--- src/rtl/alu_acc_sequencer.sv ---
// Accumulator command sequencer driving an external 4-bit combinational ALU.
// Results are captured into the accumulator and queued with a zero flag in a 4-entry FIFO.
module alu_acc_sequencer (
  input  logic       clk,
  input  logic       rst_n,
  input  logic       ena,
  input  logic       cmd_valid,
  output logic       cmd_ready,
  input  logic [1:0] cmd_op,
  input  logic [3:0] cmd_data,
  output logic [3:0] alu_x,
  output logic [3:0] alu_y,
  output logic       alu_f0,
  output logic       alu_f1,
  input  logic [3:0] alu_out,
  output logic [3:0] acc,
  output logic       res_valid,
  input  logic       res_ready,
  output logic [3:0] res_data,
  output logic       res_zero
);

  localparam int unsigned DW         = 4;
  localparam int unsigned FIFO_DEPTH = 4;
  localparam int unsigned PW         = 2;
  localparam int unsigned CW         = 3;

  typedef enum logic [1:0] {
    OP_ADD  = 2'b00,
    OP_SUB  = 2'b01,
    OP_XOR  = 2'b10,
    OP_LOAD = 2'b11
  } op_e;

  typedef enum logic {
    IDLE = 1'b0,
    EXEC = 1'b1
  } state_e;

  typedef struct packed {
    logic          zero;
    logic [DW-1:0] data;
  } res_t;

  state_e        state;
  state_e        state_nxt;
  op_e           op_q;
  res_t          mem [FIFO_DEPTH];
  res_t          head_q;
  res_t          push_entry;
  logic [PW-1:0] wr_ptr;
  logic [PW-1:0] rd_ptr;
  logic [CW-1:0] count;
  logic [DW-1:0] result;
  logic          accept;
  logic          push;
  logic          pop;

  // Gated by rst_n so no command can be accepted while reset is asserted
  assign cmd_ready = rst_n && (state == IDLE) && ena && (count < CW'(FIFO_DEPTH));
  assign accept    = cmd_valid && cmd_ready;
  assign push      = (state == EXEC);
  assign res_valid = (count != CW'(0));
  assign pop       = res_ready && res_valid;
  assign res_data  = head_q.data;
  assign res_zero  = head_q.zero;

  always_ff @(posedge clk or negedge rst_n) begin
    if (!rst_n) state <= IDLE;
    else        state <= state_nxt;
  end

  always_comb begin
    state_nxt = state;
    case (state)
      IDLE:    if (accept) state_nxt = EXEC;
      EXEC:    state_nxt = IDLE;
      default: state_nxt = IDLE;
    endcase
  end

  always_comb begin
    result          = (op_q == OP_LOAD) ? alu_y : alu_out;
    push_entry.zero = (result == DW'(0));
    push_entry.data = result;
  end

  // Operand/select registers and accumulator; selects drop back to ADD after EXEC
  always_ff @(posedge clk or negedge rst_n) begin
    if (!rst_n) begin
      acc    <= '0;
      alu_x  <= '0;
      alu_y  <= '0;
      alu_f0 <= 1'b0;
      alu_f1 <= 1'b0;
      op_q   <= OP_ADD;
    end else if (accept) begin
      alu_x  <= acc;
      alu_y  <= cmd_data;
      op_q   <= op_e'(cmd_op);
      alu_f0 <= (cmd_op == OP_SUB);
      alu_f1 <= (cmd_op == OP_XOR);
    end else if (push) begin
      acc    <= result;
      alu_f0 <= 1'b0;
      alu_f1 <= 1'b0;
    end
  end

  always_ff @(posedge clk) begin
    if (push) mem[wr_ptr] <= push_entry;
  end

  // Pointers, count and registered head; head only moves on push-into-empty or pop
  always_ff @(posedge clk or negedge rst_n) begin
    if (!rst_n) begin
      wr_ptr <= '0;
      rd_ptr <= '0;
      count  <= '0;
      head_q <= '0;
    end else begin
      if (push) wr_ptr <= wr_ptr + 1'b1;
      if (pop)  rd_ptr <= rd_ptr + 1'b1;
      case ({push, pop})
        2'b10:   count <= count + 1'b1;
        2'b01:   count <= count - 1'b1;
        default: ;
      endcase
      if (push && (count == CW'(0))) begin
        head_q <= push_entry;
      end else if (pop) begin
        if (count > CW'(1))  head_q <= mem[rd_ptr + 1'b1];
        else if (push)       head_q <= push_entry;
        else                 head_q <= '0;
      end
    end
  end

endmodule

--- config.mk ---
export PLATFORM = sky130hd
export DESIGN_NAME = alu_acc_sequencer
export DESIGN_NICKNAME = d
export VERILOG_FILES = /design/src/rtl/alu_acc_sequencer.sv
export SDC_FILE = /design/constraint.sdc
export NUM_CORES = 1
export LEC_CHECK = 0
export ABC_AREA = 1
export CAP_MARGIN = 30
export CORE_UTILIZATION = 40
export CTS_CLUSTER_DIAMETER = 120
export DETAILED_ROUTE_END_ITERATION = 7
export GPL_TIMING_DRIVEN = 1
export HOLD_SLACK_MARGIN = 0.1
export SLEW_MARGIN = 20
export SYNTH_ARGS = -nofsm -noshare
export SYNTH_HDL_FRONTEND = slang
export SYNTH_SLANG_ARGS = --single-unit
export TNS_END_PERCENT = 20
--- constraint.sdc ---
create_clock -name clk -period 1.8 [get_ports clk]
set_input_delay 0.54 -clock clk [delete_from_list [all_inputs] [get_ports clk]]
set_output_delay 0.54 -clock clk [all_outputs]
set_load 0.05 [all_outputs]
==> metrics.md, run 1 <==
| Metric | Value |
|---|---|
| Number of antenna violations at the first check in global routing | `0` |
| Sequential element share of the synthesized area | `0.575` |
| Cell area after synthesis | `2310 um^2` |
| Arrival @ worst endpoint | `1.23 ns` |
| Leakage power figure | `1.45 nW` |
| Area growth from synthesis to layout | `30.5%` |
| Initial core utilization | `0.416` |
| Power Density | `1760 nW/um^2` |
| Fill cell count | `515` |
| Layout cells sized above 1 | `0.244` |
| Overflow left after global routing | `0` |
| Setup repair after global routing missed its margin | `no` |
| Total of warnings raised by yosys | `0` |
| H-tree Lvls | `2` |
| Final core utilization | `0.543` |
| Internal power summed over all cells | `2.93 mW` |
| Maximum fanout count along the critical path | `3` |
| Total GRT Usage | `0.153` |
| Final hold violations | `0` |
| I/O pin count | `36` |
| Share of the clock period used by the worst path | `0.982` |
| Count of max-cap constraint violations | `0` |
| Clock Skews | `0.00468 ns` |
| Cell type contributing the most total cell area after synthesis | `sky130_fd_sc_hd__dfrtp_1` |
| Switch share | `0.449` |
| Via density | `4.48` |
| Time the final worst path needs with I/O delays and setup | `1.77 ns` |
| Routed WL per cell | `12.0 um` |
| Leading cell types in the layout, fill and taps excluded | `sky130_fd_sc_hd__nand2_1 (92), sky130_fd_sc_hd__buf_4 (29), sky130_fd_sc_hd__dfrtp_1 (28), sky130_fd_sc_hd__edfxtp_1 (20)` |
| Peak clock frequency supported by timing | `0.566 GHz` |
| Count of antenna-violating nets left after detailed routing | `0` |
| Status | `completed` |
| Transition time of the tightest slew-check pin | `0.367 ns` |
| Net load switching power | `2.38 mW` |
| Number of max-slew violations in the final report | `0` |
| Synthesized netlist net count | `264` |
| Number of clock buffers inserted by TritonCTS | `5` |
| Clk slew on worst S/H paths | `0.09 ns` |
| Number of buffers inserted by hold repair at cts | `0` |
| Clock tree from TritonCTS | `done` |
| Core region area | `5540 um^2` |
| Die span in x | `77.9 um` |
| Post-Syn Area per Cell | `9.61 um^2` |
| CP delay by family, top | `flip-flops` |
| Drt pass-1 iters | `4` |
| Site row count | `27` |
| Synthesized netlist cell count | `240` |
| Total wirelength of the detailed-routed design | `4.39 mm` |
| # diodes | `0` |
| Later-pin clock latency in the skew report | `0.29 ns` |
| DRC violation total after the first TritonRoute iteration | `78` |
| Crit path kind | `flip-flop to primary output` |
| Number of nets at the end of the flow | `318` |
| Critical path data required time | `1.26 ns` |
| Final Total Pwr | `5.31 mW` |
| Capturing element type of the critical path | `primary output` |
| Max-Slew Margin vs Limit | `0.755` |
| Startpoint type of the worst setup path | `flip-flop` |
| Worst IR drop on VDD | `1.03 mV` |
| Class of the most critical hold timing path | `input pin to async pin` |
| CP cell instances | `buf_4, nor3_4, buf_12` |
| Register share of total power | `0.347` |
| Clock power frac | `0.116` |
| CP max stage cell | `sky130_fd_sc_hd__dfrtp_1` |
| Pin count of the biggest net entering global routing | `30` |
| Sinks on the clock net | `49` |
| Share of power burned in combinational logic | `0.537` |
| FF+latch count, synth | `49` |
| Via count | `1645` |
| Deepest clock path buffer count | `2` |
| Count of buffer and inverter cells on the critical path | `2` |
| Finish-stage setup viols | `0` |
| Die outline height | `77.9 um` |
| Number of global-route vias before repair | `1534` |
| Netlist cell types | `23` |
| Most common library cell in the layout ignoring fill and taps | `sky130_fd_sc_hd__nand2_1` |
| Area share of the largest cell type after synthesis | `0.315` |
| Ranking of synthesized cells by area | `sky130_fd_sc_hd__dfrtp_1 (31%), sky130_fd_sc_hd__edfxtp_1 (26%), sky130_fd_sc_hd__nand2_1 (15%)` |
| Sum of negative setup slack | `0 ns` |
| Clock Tree Root | `sky130_fd_sc_hd__clkbuf_8` |
| Die ar. | `6080 um^2` |
| Worst path max stage delay | `0.39 ns` |
| Total half-perimeter wirelength after legalization and detailed placement | `3.30 mm` |
| Count of unresolved DRC violations after routing | `0` |
| Wire length of the first global-routing pass | `7.20 mm` |
| Weighted congestion reported at the end of routability-driven placement | `0.744` |
| Input/output buffers | `35` |
## logic make-up after synthesis
family          after synthesis  synth area share
buf+inv                      29            0.0602
simple gates                133             0.258
flops                        49             0.575
xor+xnor                      5            0.0190
compound gates               15            0.0390
fa+ha+maj                     9            0.0488
## layout make-up
class                   count  area, um^2  area share
flip-flops and latches     49        1330       0.441
multi-input cells         162         876       0.291
repair buffers             52         536       0.178
inverters                  24        98.8      0.0328
well taps                  72        90.1      0.0299
clock buffers               6        72.6      0.0241
clock inverters             2        10.0     0.00333
## stage by stage
stage	setup slack, ns	hold slack [ns]	std cells	instance area [um^2]
after global placement	-0.205	0.468	356	2900
after global routing	0.00191	0.472	367	3010
after CTS	0.00468	0.443	364	2980
after floorplan	0.0445	0.244	240	2340
after detailed placement	-0.215	0.467	356	2900
final	0.0329	0.429	367	3010
## synthesized netlist by cell type
cell / count
sky130_fd_sc_hd__nor2_1: 10
sky130_fd_sc_hd__o21ai_2: 4
sky130_fd_sc_hd__clkinv_2: 1
sky130_fd_sc_hd__clkinv_4: 1
sky130_fd_sc_hd__nor3_4: 1
sky130_fd_sc_hd__nand2_2: 8
sky130_fd_sc_hd__clkbuf_8: 1
sky130_fd_sc_hd__nand2_1: 93
sky130_fd_sc_hd__buf_6: 1
sky130_fd_sc_hd__nand2_4: 2
sky130_fd_sc_hd__edfxtp_1: 20
sky130_fd_sc_hd__o21ai_1: 3
sky130_fd_sc_hd__xor2_1: 3
sky130_fd_sc_hd__inv_1: 19
sky130_fd_sc_hd__inv_2: 3
sky130_fd_sc_hd__ha_1: 9
sky130_fd_sc_hd__buf_2: 2
sky130_fd_sc_hd__buf_4: 1
sky130_fd_sc_hd__nand3_1: 17
sky130_fd_sc_hd__xnor2_1: 2
sky130_fd_sc_hd__nand3_4: 2
sky130_fd_sc_hd__o21ai_0: 8
sky130_fd_sc_hd__dfrtp_1: 29
## worst reg2reg max path, stage by stage (launching register included)
cell	delay [ns]
sky130_fd_sc_hd__dfrtp_2	0.45
sky130_fd_sc_hd__inv_4	0.08
sky130_fd_sc_hd__ha_4	0.16
sky130_fd_sc_hd__nand2_8	0.06
sky130_fd_sc_hd__nand2_4	0.06
sky130_fd_sc_hd__inv_1	0.05
sky130_fd_sc_hd__ha_1	0.29
sky130_fd_sc_hd__nor2_1	0.10
sky130_fd_sc_hd__o21ai_0	0.11
sky130_fd_sc_hd__xor2_1	0.15
sky130_fd_sc_hd__inv_1	0.05
## metal layers
layer | share of wire | wire [um] | track usage
met5 | 0 | 0 | 0
met4 | 0.013 | 58 | 0.0611
met3 | 0.037 | 164 | 0.0294
met2 | 0.47 | 2060 | 0.248
met1 | 0.48 | 2110 | 0.203
## power groups by stage
| stage | logic, mW | clock network (mW) | registers (mW) |
|---|---|---|---|
| 6_report | 2.85 | 0.618 | 1.84 |
| 5_1_grt | 3.08 | 0.686 | 1.89 |
| 4_1_cts | 2.83 | 0.644 | 1.84 |
| 3_5_place_dp | 2.82 | 0 | 1.85 |
| 3_3_place_gp | 2.79 | 0 | 1.86 |
| 2_1_floorplan | 1.22 | 0 | 2.41 |
## path summary, 6_finish.rpt
check	slack, ns	cells after the start	end	start
worst max register to register	0.15	10	count[2]	count[1]
worst min register to register	0.49	2	res_data[2]	res_data[2]
min in group clk	0.49	2	res_data[2]	res_data[2]
worst max-delay path	0.03	3	cmd_ready	count[2]
worst min-delay path	0.43	2	alu_f0	rst_n
max in group asynchronous	1.08	2	count[1]	rst_n
## state kept, by name (all words and copies together), names as in the netlist
signal	count
acc	4
alu_f0	1
alu_f1	1
alu_x	4
alu_y	4
count	3
mem	20
op_q	2
push	1
rd_ptr	2
res_data	4
res_zero	1
wr_ptr	2
## repair_timing
| action | 4_1_cts | 5_1_grt |
|---|---|---|
| gates resized for setup | 4 | 3 |
| buffers inserted | 0 | 3 |
| pin swaps | 1 | 1 |
| setup endpoints to repair | 2 | 3 |
Note: power is estimated with default switching activity, not from simulation.
==> inputs of run 2 (changes only) <==
CORE_UTILIZATION = 30   (was 40)
==> run 2 against run 1 <==
Effect of this change: setup slack better by 0.014 ns; sequential power up 4%; power increased by 7.4%; non-clock buffer count fell by 2; highest routed layer unchanged; global-route usage fell by 2.2 points; register-to-register slack hardly changed; sequential share of layout area down 2.6 points.
==> metrics.md, run 2 (synthesized netlist as in run 1, its figures left out) <==
| Metric | Value |
|---|---|
| Status | `completed` |
| H-tree Lvls | `2` |
| Total wirelength of the detailed-routed design | `4.52 mm` |
| CP delay by family, top | `flip-flops` |
| CP max stage cell | `sky130_fd_sc_hd__dfrtp_1` |
| Leakage power figure | `1.49 nW` |
| Endpoint of the worst-slack reg-to-reg timing path | `count[2]` |
| Most common library cell in the layout ignoring fill and taps | `sky130_fd_sc_hd__nand2_1` |
| Finish-stage setup viols | `0` |
| Capture point of the worst path | `res_valid` |
| Drt pass-1 iters | `4` |
| Count of buffer and inverter cells on the critical path | `2` |
| Peak clock frequency supported by timing | `0.570 GHz` |
| Initial core utilization | `0.315` |
| Clock tree from TritonCTS | `done` |
| # diodes | `0` |
| Input/output buffers | `35` |
| Leading cell types in the layout, fill and taps excluded | `sky130_fd_sc_hd__nand2_1 (92), sky130_fd_sc_hd__dfrtp_1 (28), sky130_fd_sc_hd__buf_12 (21), sky130_fd_sc_hd__edfxtp_1 (20)` |
| Capturing element type of the critical path | `primary output` |
| Pin count of the biggest net entering global routing | `30` |
| CP cell instances | `inv_2, ha_4, nand2_8, buf_12` |
| Wire length of the first global-routing pass | `7.88 mm` |
| Clk slew on worst S/H paths | `0.09 ns` |
| Number of antenna violations at the first check in global routing | `0` |
| DRC violation total after the first TritonRoute iteration | `56` |
| Crit path kind | `flip-flop to primary output` |
| Layout cells sized above 1 | `0.239` |
| Worst path max stage delay | `0.42 ns` |
| Count of antenna-violating nets left after detailed routing | `0` |
| Die outline height | `89.7 um` |
| Overflow left after global routing | `0` |
| Post-Layout Cell Count | `392` |
| Worst IR drop on VDD | `1.04 mV` |
| Setup repair after global routing missed its margin | `no` |
| Class of the most critical hold timing path | `input pin to async pin` |
| I/O pin count | `36` |
| Share of the clock period used by the worst path | `0.974` |
| Time the final worst path needs with I/O delays and setup | `1.75 ns` |
| Via count | `1666` |
| Site row count | `31` |
| Transition time of the tightest slew-check pin | `0.368 ns` |
| Startpoint type of the worst setup path | `flip-flop` |
| Launch instance of the worst register-to-register path | `count[1]` |
| Power Density | `1780 nW/um^2` |
| Clock Tree Root | `sky130_fd_sc_hd__clkbuf_8` |
| Deepest clock path buffer count | `2` |
| Count of unresolved DRC violations after routing | `0` |
| Sinks on the clock net | `49` |
| Arrival @ worst endpoint | `1.21 ns` |
| Count of max-cap constraint violations | `0` |
| Weighted congestion reported at the end of routability-driven placement | `0.779` |
| Launch point of the worst path | `count[1]` |
| Die span in x | `89.7 um` |
| Number of clock buffers inserted by TritonCTS | `5` |
| Top reg by flops | `mem` |
| Routed WL per cell | `11.5 um` |
| Number of nets at the end of the flow | `316` |
| Later-pin clock latency in the skew report | `0.30 ns` |
| Max FFs per register | `20` |
| Clock Skews | `0.00370 ns` |
| Number of global-route vias before repair | `1692` |
| Placed Cells | `381` |
| Number of max-slew violations in the final report | `0` |
| Number of buffers inserted by hold repair at cts | `0` |
| Count of cell instances traversed by the critical path | `4` |
| Cell depth of the worst flop-to-flop path | `10` |
| Final Total Pwr | `5.70 mW` |
| Total GRT Usage | `0.131` |
| Core region area | `7330 um^2` |
| Max-Slew Margin vs Limit | `0.755` |
| Die ar. | `8050 um^2` |
| Final hold violations | `0` |
| Via density | `4.25` |
| Area growth from synthesis to layout | `38.6%` |
| Total half-perimeter wirelength after legalization and detailed placement | `3.44 mm` |
| Maximum fanout count along the critical path | `4` |
| Critical path data required time | `1.26 ns` |
| Setup slack, reg-to-reg | `0.16 ns` |
-- run 2: cell count changes in the layout (fill, tap and decap cells not counted) --
cell / delta
sky130_fd_sc_hd__clkinv_2: -1
sky130_fd_sc_hd__clkbuf_16: +1
sky130_fd_sc_hd__buf_12: +12
sky130_fd_sc_hd__inv_2: +1
sky130_fd_sc_hd__buf_4: -14
sky130_fd_sc_hd__inv_4: -1
-- run 2: cell type report --
type                            count  area [um^2]
Tap cell                           99          124
Fill cell                         698         4130
Inverter                           24         96.3
Clock inverter                      1         5.00
Multi-Input combinational cell    162          876
Clock buffer                        7         97.6
Timing Repair Buffer               50          671
Sequential cell                    49         1330
-- run 2: what timing repair did --
item,in CTS,in global routing
resized for setup,4,2
pin swaps,1,2
gates cloned,0,0
setup endpoints to repair,2,3
buffers inserted,1,2
-- run 2: worst min-delay path by stage --
stage / from / endpoint / cells after the start
6_report: rst_n / count[2] / 2
5_1_grt: rst_n / count[0] / 2
4_1_cts: rst_n / res_zero / 2
3_5_place_dp: count[1] / count[1] / 2
3_3_place_gp: count[1] / count[1] / 2
2_1_floorplan: rst_n / acc[0] / 0
-- run 2: metrics by stage --
| step | TNS, ns | hold WS, ns | worst slack [ns] | instance area [um^2] | util |
|---|---|---|---|---|---|
| 3_3_place_gp | -1.70 | 0.523 | -0.233 | 3070 | 0.419 |
| 4_1_cts | 0 | 0.448 | 0.000252 | 3180 | 0.434 |
| 6_report | 0 | 0.435 | 0.0467 | 3200 | 0.436 |
| 2_1_floorplan | 0 | 0.244 | 0.0445 | 2340 | - |
| 3_5_place_dp | -1.57 | 0.530 | -0.213 | 3070 | 0.419 |
| 5_1_grt | 0 | 0.453 | 0.00284 | 3200 | 0.436 |
-- run 2: per-layer routing --
layer,GRT usage,wire [um],vias up
met1,0.179,2200,761
met2,0.202,2050,32
met5,0,0,-
met3,0.0265,141,9
li1,-,-,864
met4,0.0563,126,0
-- run 2: power breakdown --
group	internal (mW)	total [mW]	switching, mW	leakage [nW]
logic	1.39	3.07	1.69	0.897
registers	1.52	1.92	0.400	0.543
clock network	0.357	0.710	0.354	0.0534
==> RTL edit 1: new RTL, flow settings as in run 2 <==
`FIFO_DEPTH`: 4 -> 2.
--- a/src/rtl/alu_acc_sequencer.sv
+++ b/src/rtl/alu_acc_sequencer.sv
@@ -22,5 +22,5 @@
 
   localparam int unsigned DW         = 4;
-  localparam int unsigned FIFO_DEPTH = 4;
+  localparam int unsigned FIFO_DEPTH = 2;
   localparam int unsigned PW         = 2;
   localparam int unsigned CW         = 3;
Function: changed (Yosys sat finds a counterexample within 10 cycles, from zero or initial values and one cycle with rst_n low).
==> RTL edit 1 against run 2 <==
- the flow now finishes with violations (setup timing)
- sequential power is 23% lower
- synthesized area down 28%
- clock skew rose by 0.00054 ns
- maximum frequency fell by 3.0%
- register-to-register slack is essentially flat
- power shrank 20%
- setup slack worse by 0.054 ns
- final area fell by 24%
- synthesized cell count down 24%
- wire length down 20%
- highest routed layer unchanged
- sequential cell count decreased by 12
==> RTL edit 1: results (changes against run 2) <==
seq-power_mw: 1.47  # -23%
synth_commonest_cells: "nand2_1 (69), dfrtp_1 (27), inv_1 (17)"
drt-met1-wl_microns: 1630  # -26%
grt_pass1_wl_microns: 6400  # -19%
worst_hold_slack_ns: 0.324  # -0.111 ns
run_status: "finished with violations"
drive_gt1_share_pct: 25.0  # +1.1 points
syn-num-nets: 201  # -24%
fin_tns_setup_ns: -0.00692  # -0.00692 ns
wirelength_microns: 3620  # -20%
nets: 250  # -21%
dp_cells: 291  # -24%
finalClockSkew_ns: 0.00424  # +0.000537 ns
slew_viol_final: 0  # unchanged
topRoutingLayerUsed: "met4"
cp_max_fo: 3  # -1
track_usage_pct: 13.9  # +0.85 points
use_met2_pct: 22.3  # +2.1 points
syn_inst: 182  # -24%
grt_use_met3_pct: 3.71  # +1.1 points
p_int_mw: 2.54  # -22%
p_seq_share_pct: 32.1  # -1.5 points
synth-edff-count: 10  # -50%
largest_reg_flops: 10  # -50%
place_congestion: 0.761  # -2.3%
hpwlAfterDp_microns: 2580  # -25%
yosys-top-cells-area: "dfrtp_1 (41%), edfxtp_1 (18%), nand2_1 (16%)"
cts_setup_buffers: 3  # +2
instances_no_fill: 302  # -23%
async_flop_share_pct: 73.0  # +14 points
wl_met3_microns: 207  # +47%
placed_area_sq_mm: 0.00230  # -25%
clock_latency_ns: 0.28  # -0.02 ns
leakage_nw: 1.18  # -21%
slew_headroom_pct: 70.5  # -5.0 points
rr_worst_depth: 11  # +1
setup_viol: 1  # +1
r2r_end: "count[2]"
grt_max_degree: 28  # -6.7%
crit_arrival_ns: 1.27  # +0.06 ns
ys_seq_area_share_pct: 58.6  # +1.1 points
violations: "setup timing"
setup_slack_ns: -0.00692  # -0.0536 ns
dr_wl_met2_microns: 1720  # -16%
ys_types: 21  # -8.7%
cts_resized: 8  # +4
drt-initial-drc-count: 40  # -29%
grt_pass1_vias: 1325  # -22%
ir_drop_v: 0.00103  # -1.4%
place_ws_ns: -0.338  # -0.126 ns
portBuffers: 35  # unchanged
clock_power_share_pct: 13.4  # +0.9 points
viasPerCell: 4.36  # +2.6%
grt_use_met1_pct: 17.9  # -0.023 points
==> RTL edit 1: cells by family after synthesis <==
group,share of synthesized area (%)
buffers and inverters,5.71
and+or+nand+nor,24.0
adders and majority gates,3.00
xor gates and xnor gates,2.63
DFF,58.6
AOI/OAI and AO/OA,6.08
==> RTL edit 1: worst max-delay path by stage <==
| stage | from | endpoint | slack (ns) | cells after the start |
|---|---|---|---|---|
| 6_report | count[1] | res_valid | -0.007 | 5 |
| 5_1_grt | count[1] | cmd_ready | -0.06 | 4 |
| 4_1_cts | count[1] | cmd_ready | -0.02 | 4 |
| 3_5_place_dp | rst_n | cmd_ready | -0.34 | 4 |
| 3_3_place_gp | rst_n | cmd_ready | -0.34 | 4 |
| 2_1_floorplan | count[1] | count[2] | -0.01 | 10 |
==> RTL edit 1: final cells by class <==
cell class,count,area (sq um)
clock buffers,6,82.6
multi-input cells,122,629
repair buffers,45,571
fillers,490,2800
flip-flops and latches,37,976
clock inverters,2,13.8
well taps,70,87.6
inverters,20,75.1
==> RTL edit 2: new RTL, settings of run 2 <==
Without the edit above. Reset style: synchronous (`rst_n`), changed in 3 clocked blocks.
--- a/src/rtl/alu_acc_sequencer.sv
+++ b/src/rtl/alu_acc_sequencer.sv
@@ -66,5 +66,5 @@
   assign res_zero  = head_q.zero;
 
-  always_ff @(posedge clk or negedge rst_n) begin
+  always_ff @(posedge clk) begin
     if (!rst_n) state <= IDLE;
     else        state <= state_nxt;
@@ -87,5 +87,5 @@
 
   // Operand/select registers and accumulator; selects drop back to ADD after EXEC
-  always_ff @(posedge clk or negedge rst_n) begin
+  always_ff @(posedge clk) begin
     if (!rst_n) begin
       acc    <= '0;
@@ -113,5 +113,5 @@
 
   // Pointers, count and registered head; head only moves on push-into-empty or pop
-  always_ff @(posedge clk or negedge rst_n) begin
+  always_ff @(posedge clk) begin
     if (!rst_n) begin
       wr_ptr <= '0;
Check against the original RTL: differs if rst_n is asserted again (counterexample within 4 cycles, from zero or initial values and one cycle with rst_n low); with rst_n held inactive, the same outputs for 10 cycles.
==> RTL edit 2 against run 2 <==
- synthesized area decreased by 2.0%
- first-iteration DRC count increased by 30%
- cell count grew 5.1%
- sequential share of layout area fell by 2.0 points
- setup slack improved by 0.036 ns
- wire length up 4.8%
- final area shrank 6.5%
- power fell by 38%
- sequential cell count unchanged
- critical path type is now primary input to primary output
==> RTL edit 2: results (changes against run 2) <==
ys_types: 22  # -4.3%
place_congestion: 0.867  # +11%
yosys-top-cells-area: "edfxtp_1 (27%), dfxtp_1 (26%), nand2_1 (14%)"
place_ws_ns: -0.226  # -0.0133 ns
finalClockSkew_ns: 0.00726  # +0.00356 ns
largest_reg_flops: 20  # unchanged
yosysMostFrequentCell: "nand2_1"
portBuffers: 35  # unchanged
sw_frac_of_total_pct: 39.0  # -3.8 points
clockBufferDepth: 2  # unchanged
grt_pass1_vias: 1749  # +3.4%
top_register: "mem"
grt_max_degree: 20  # -33%
nets: 336  # +6.3%
clock_latency_ns: 0.29
placed_area_sq_mm: 0.00289  # -6.0%
synth_flop_cell: "dfxtp_1"
syn-num-nets: 286  # +8.3%
track_usage_pct: 13.5  # +0.39 points
cts_setup_buffers: 0  # -1
ir_drop_v: 0.000390  # -63%
cts_buffers: 5  # unchanged
clk_pin_slew_ns: 0.08
synth.top_cell.area_share_pct: 26.6  # -4.9 points
drive_gt1_share_pct: 24.0  # +0.071 points
vias: 1783  # +7.0%
ys_seq_area_share_pct: 52.2  # -5.2 points
nFillCells: 723  # +3.6%
slew_headroom_pct: 78.4  # +2.9 points
synth_commonest_cells: "nand2_1 (83), dfxtp_1 (29), inv_1 (26)"
htree_levels: 2  # unchanged
avgRoutedWirePerCell_microns: 11.5  # -0.24%
first_pass_iters: 4  # unchanged
crit_arrival_ns: 1.18  # -0.03 ns
leakage_nw: 1.31  # -12%
antenna_cells: 0  # unchanged
hold_path_class: "flip-flop to flip-flop"
run_status: "complete, no violations"
antenna_found_initial: 0  # unchanged
yosysWarnings: 0  # unchanged
synth-edff-count: 20  # unchanged
hpwlAfterDp_microns: 3590  # +4.2%
drt-initial-drc-count: 73  # +30%
async_flop_share_pct: 0  # -59 points
root_buffer: "clkbuf_8"
cp_max_fo: 2  # -2
grt_pass1_wl_microns: 8040  # +2.0%
==> RTL edit 2: final timing paths <==
path	cells past startpoint	to	from	slack, ns
min reg2reg	2	alu_x[0]	alu_x[0]	0.48
max reg2reg	10	count[2]	count[0]	0.18
min	2	alu_x[0]	alu_x[0]	0.48
max	4	cmd_ready	rst_n	0.08
==> RTL edit 2: layer usage <==
metal | routed length, microns | part of all wire (%) | up-vias | track usage (%)
li1 | - | - | 941 | -
met1 | 2130 | 45 | 799 | 16.1
met2 | 2360 | 50 | 35 | 23.4
met3 | 189 | 4.0 | 8 | 3.45
met4 | 59 | 1.2 | 0 | 4.69
met5 | 0 | 0 | - | 0
==> RTL edit 2: per-stage QoR <==
| stage | TNS, ns | cells |
|---|---|---|
| floorplan | 0 | 262 |
| global placement | -2.48 | 404 |
| detailed placement | -2.52 | 404 |
| CTS | 0 | 412 |
| global route | 0 | 412 |
| finish | 0 | 412 |
==> RTL edit 2: layout make-up <==
cell class	count	area, sq um	share of cell area (%)
repair buffers	49	538	18.0
flip-flops and latches	49	1180	39.5
multi-input cells	177	941	31.5
inverters	30	114	3.81
clock buffers	8	90.1	3.02
well taps	99	124	4.15
==> RTL edit 2: logic make-up after synthesis <==
family,count (synthesis),synth area share [%]
AO/OA/AOI/OAI,37,9.91
flip-flops,49,52.2
AND/OR/NAND/NOR,129,24.8
adder cells (fa/ha/maj),9,4.98
buffers and inverters,36,7.25
XOR/XNOR,2,0.775
==> RTL edit 2: timing repair <==
| item | CTS | global route |
|---|---|---|
| pin swaps | 2 | 0 |
| setup endpoints to repair | 1 | 3 |
| gates resized for setup | 3 | 3 |
==> RTL edit 2: power groups by stage <==
stage | Clock [mW] | Combinational, mW | Sequential [mW]
floorplan | 0 | 0.778 | 1.57
global placement | 0 | 1.51 | 1.37
detailed placement | 0 | 1.52 | 1.37
CTS | 0.680 | 1.52 | 1.35
global route | 0.710 | 1.72 | 1.36
finish | 0.655 | 1.55 | 1.35
==> RTL edit 2: worst max-delay path, stage by stage <==
cell and delay [ns]:
dlygate4sd2_1 0.27, nand2_2 0.10, nor2_4 0.12, buf_12 0.14
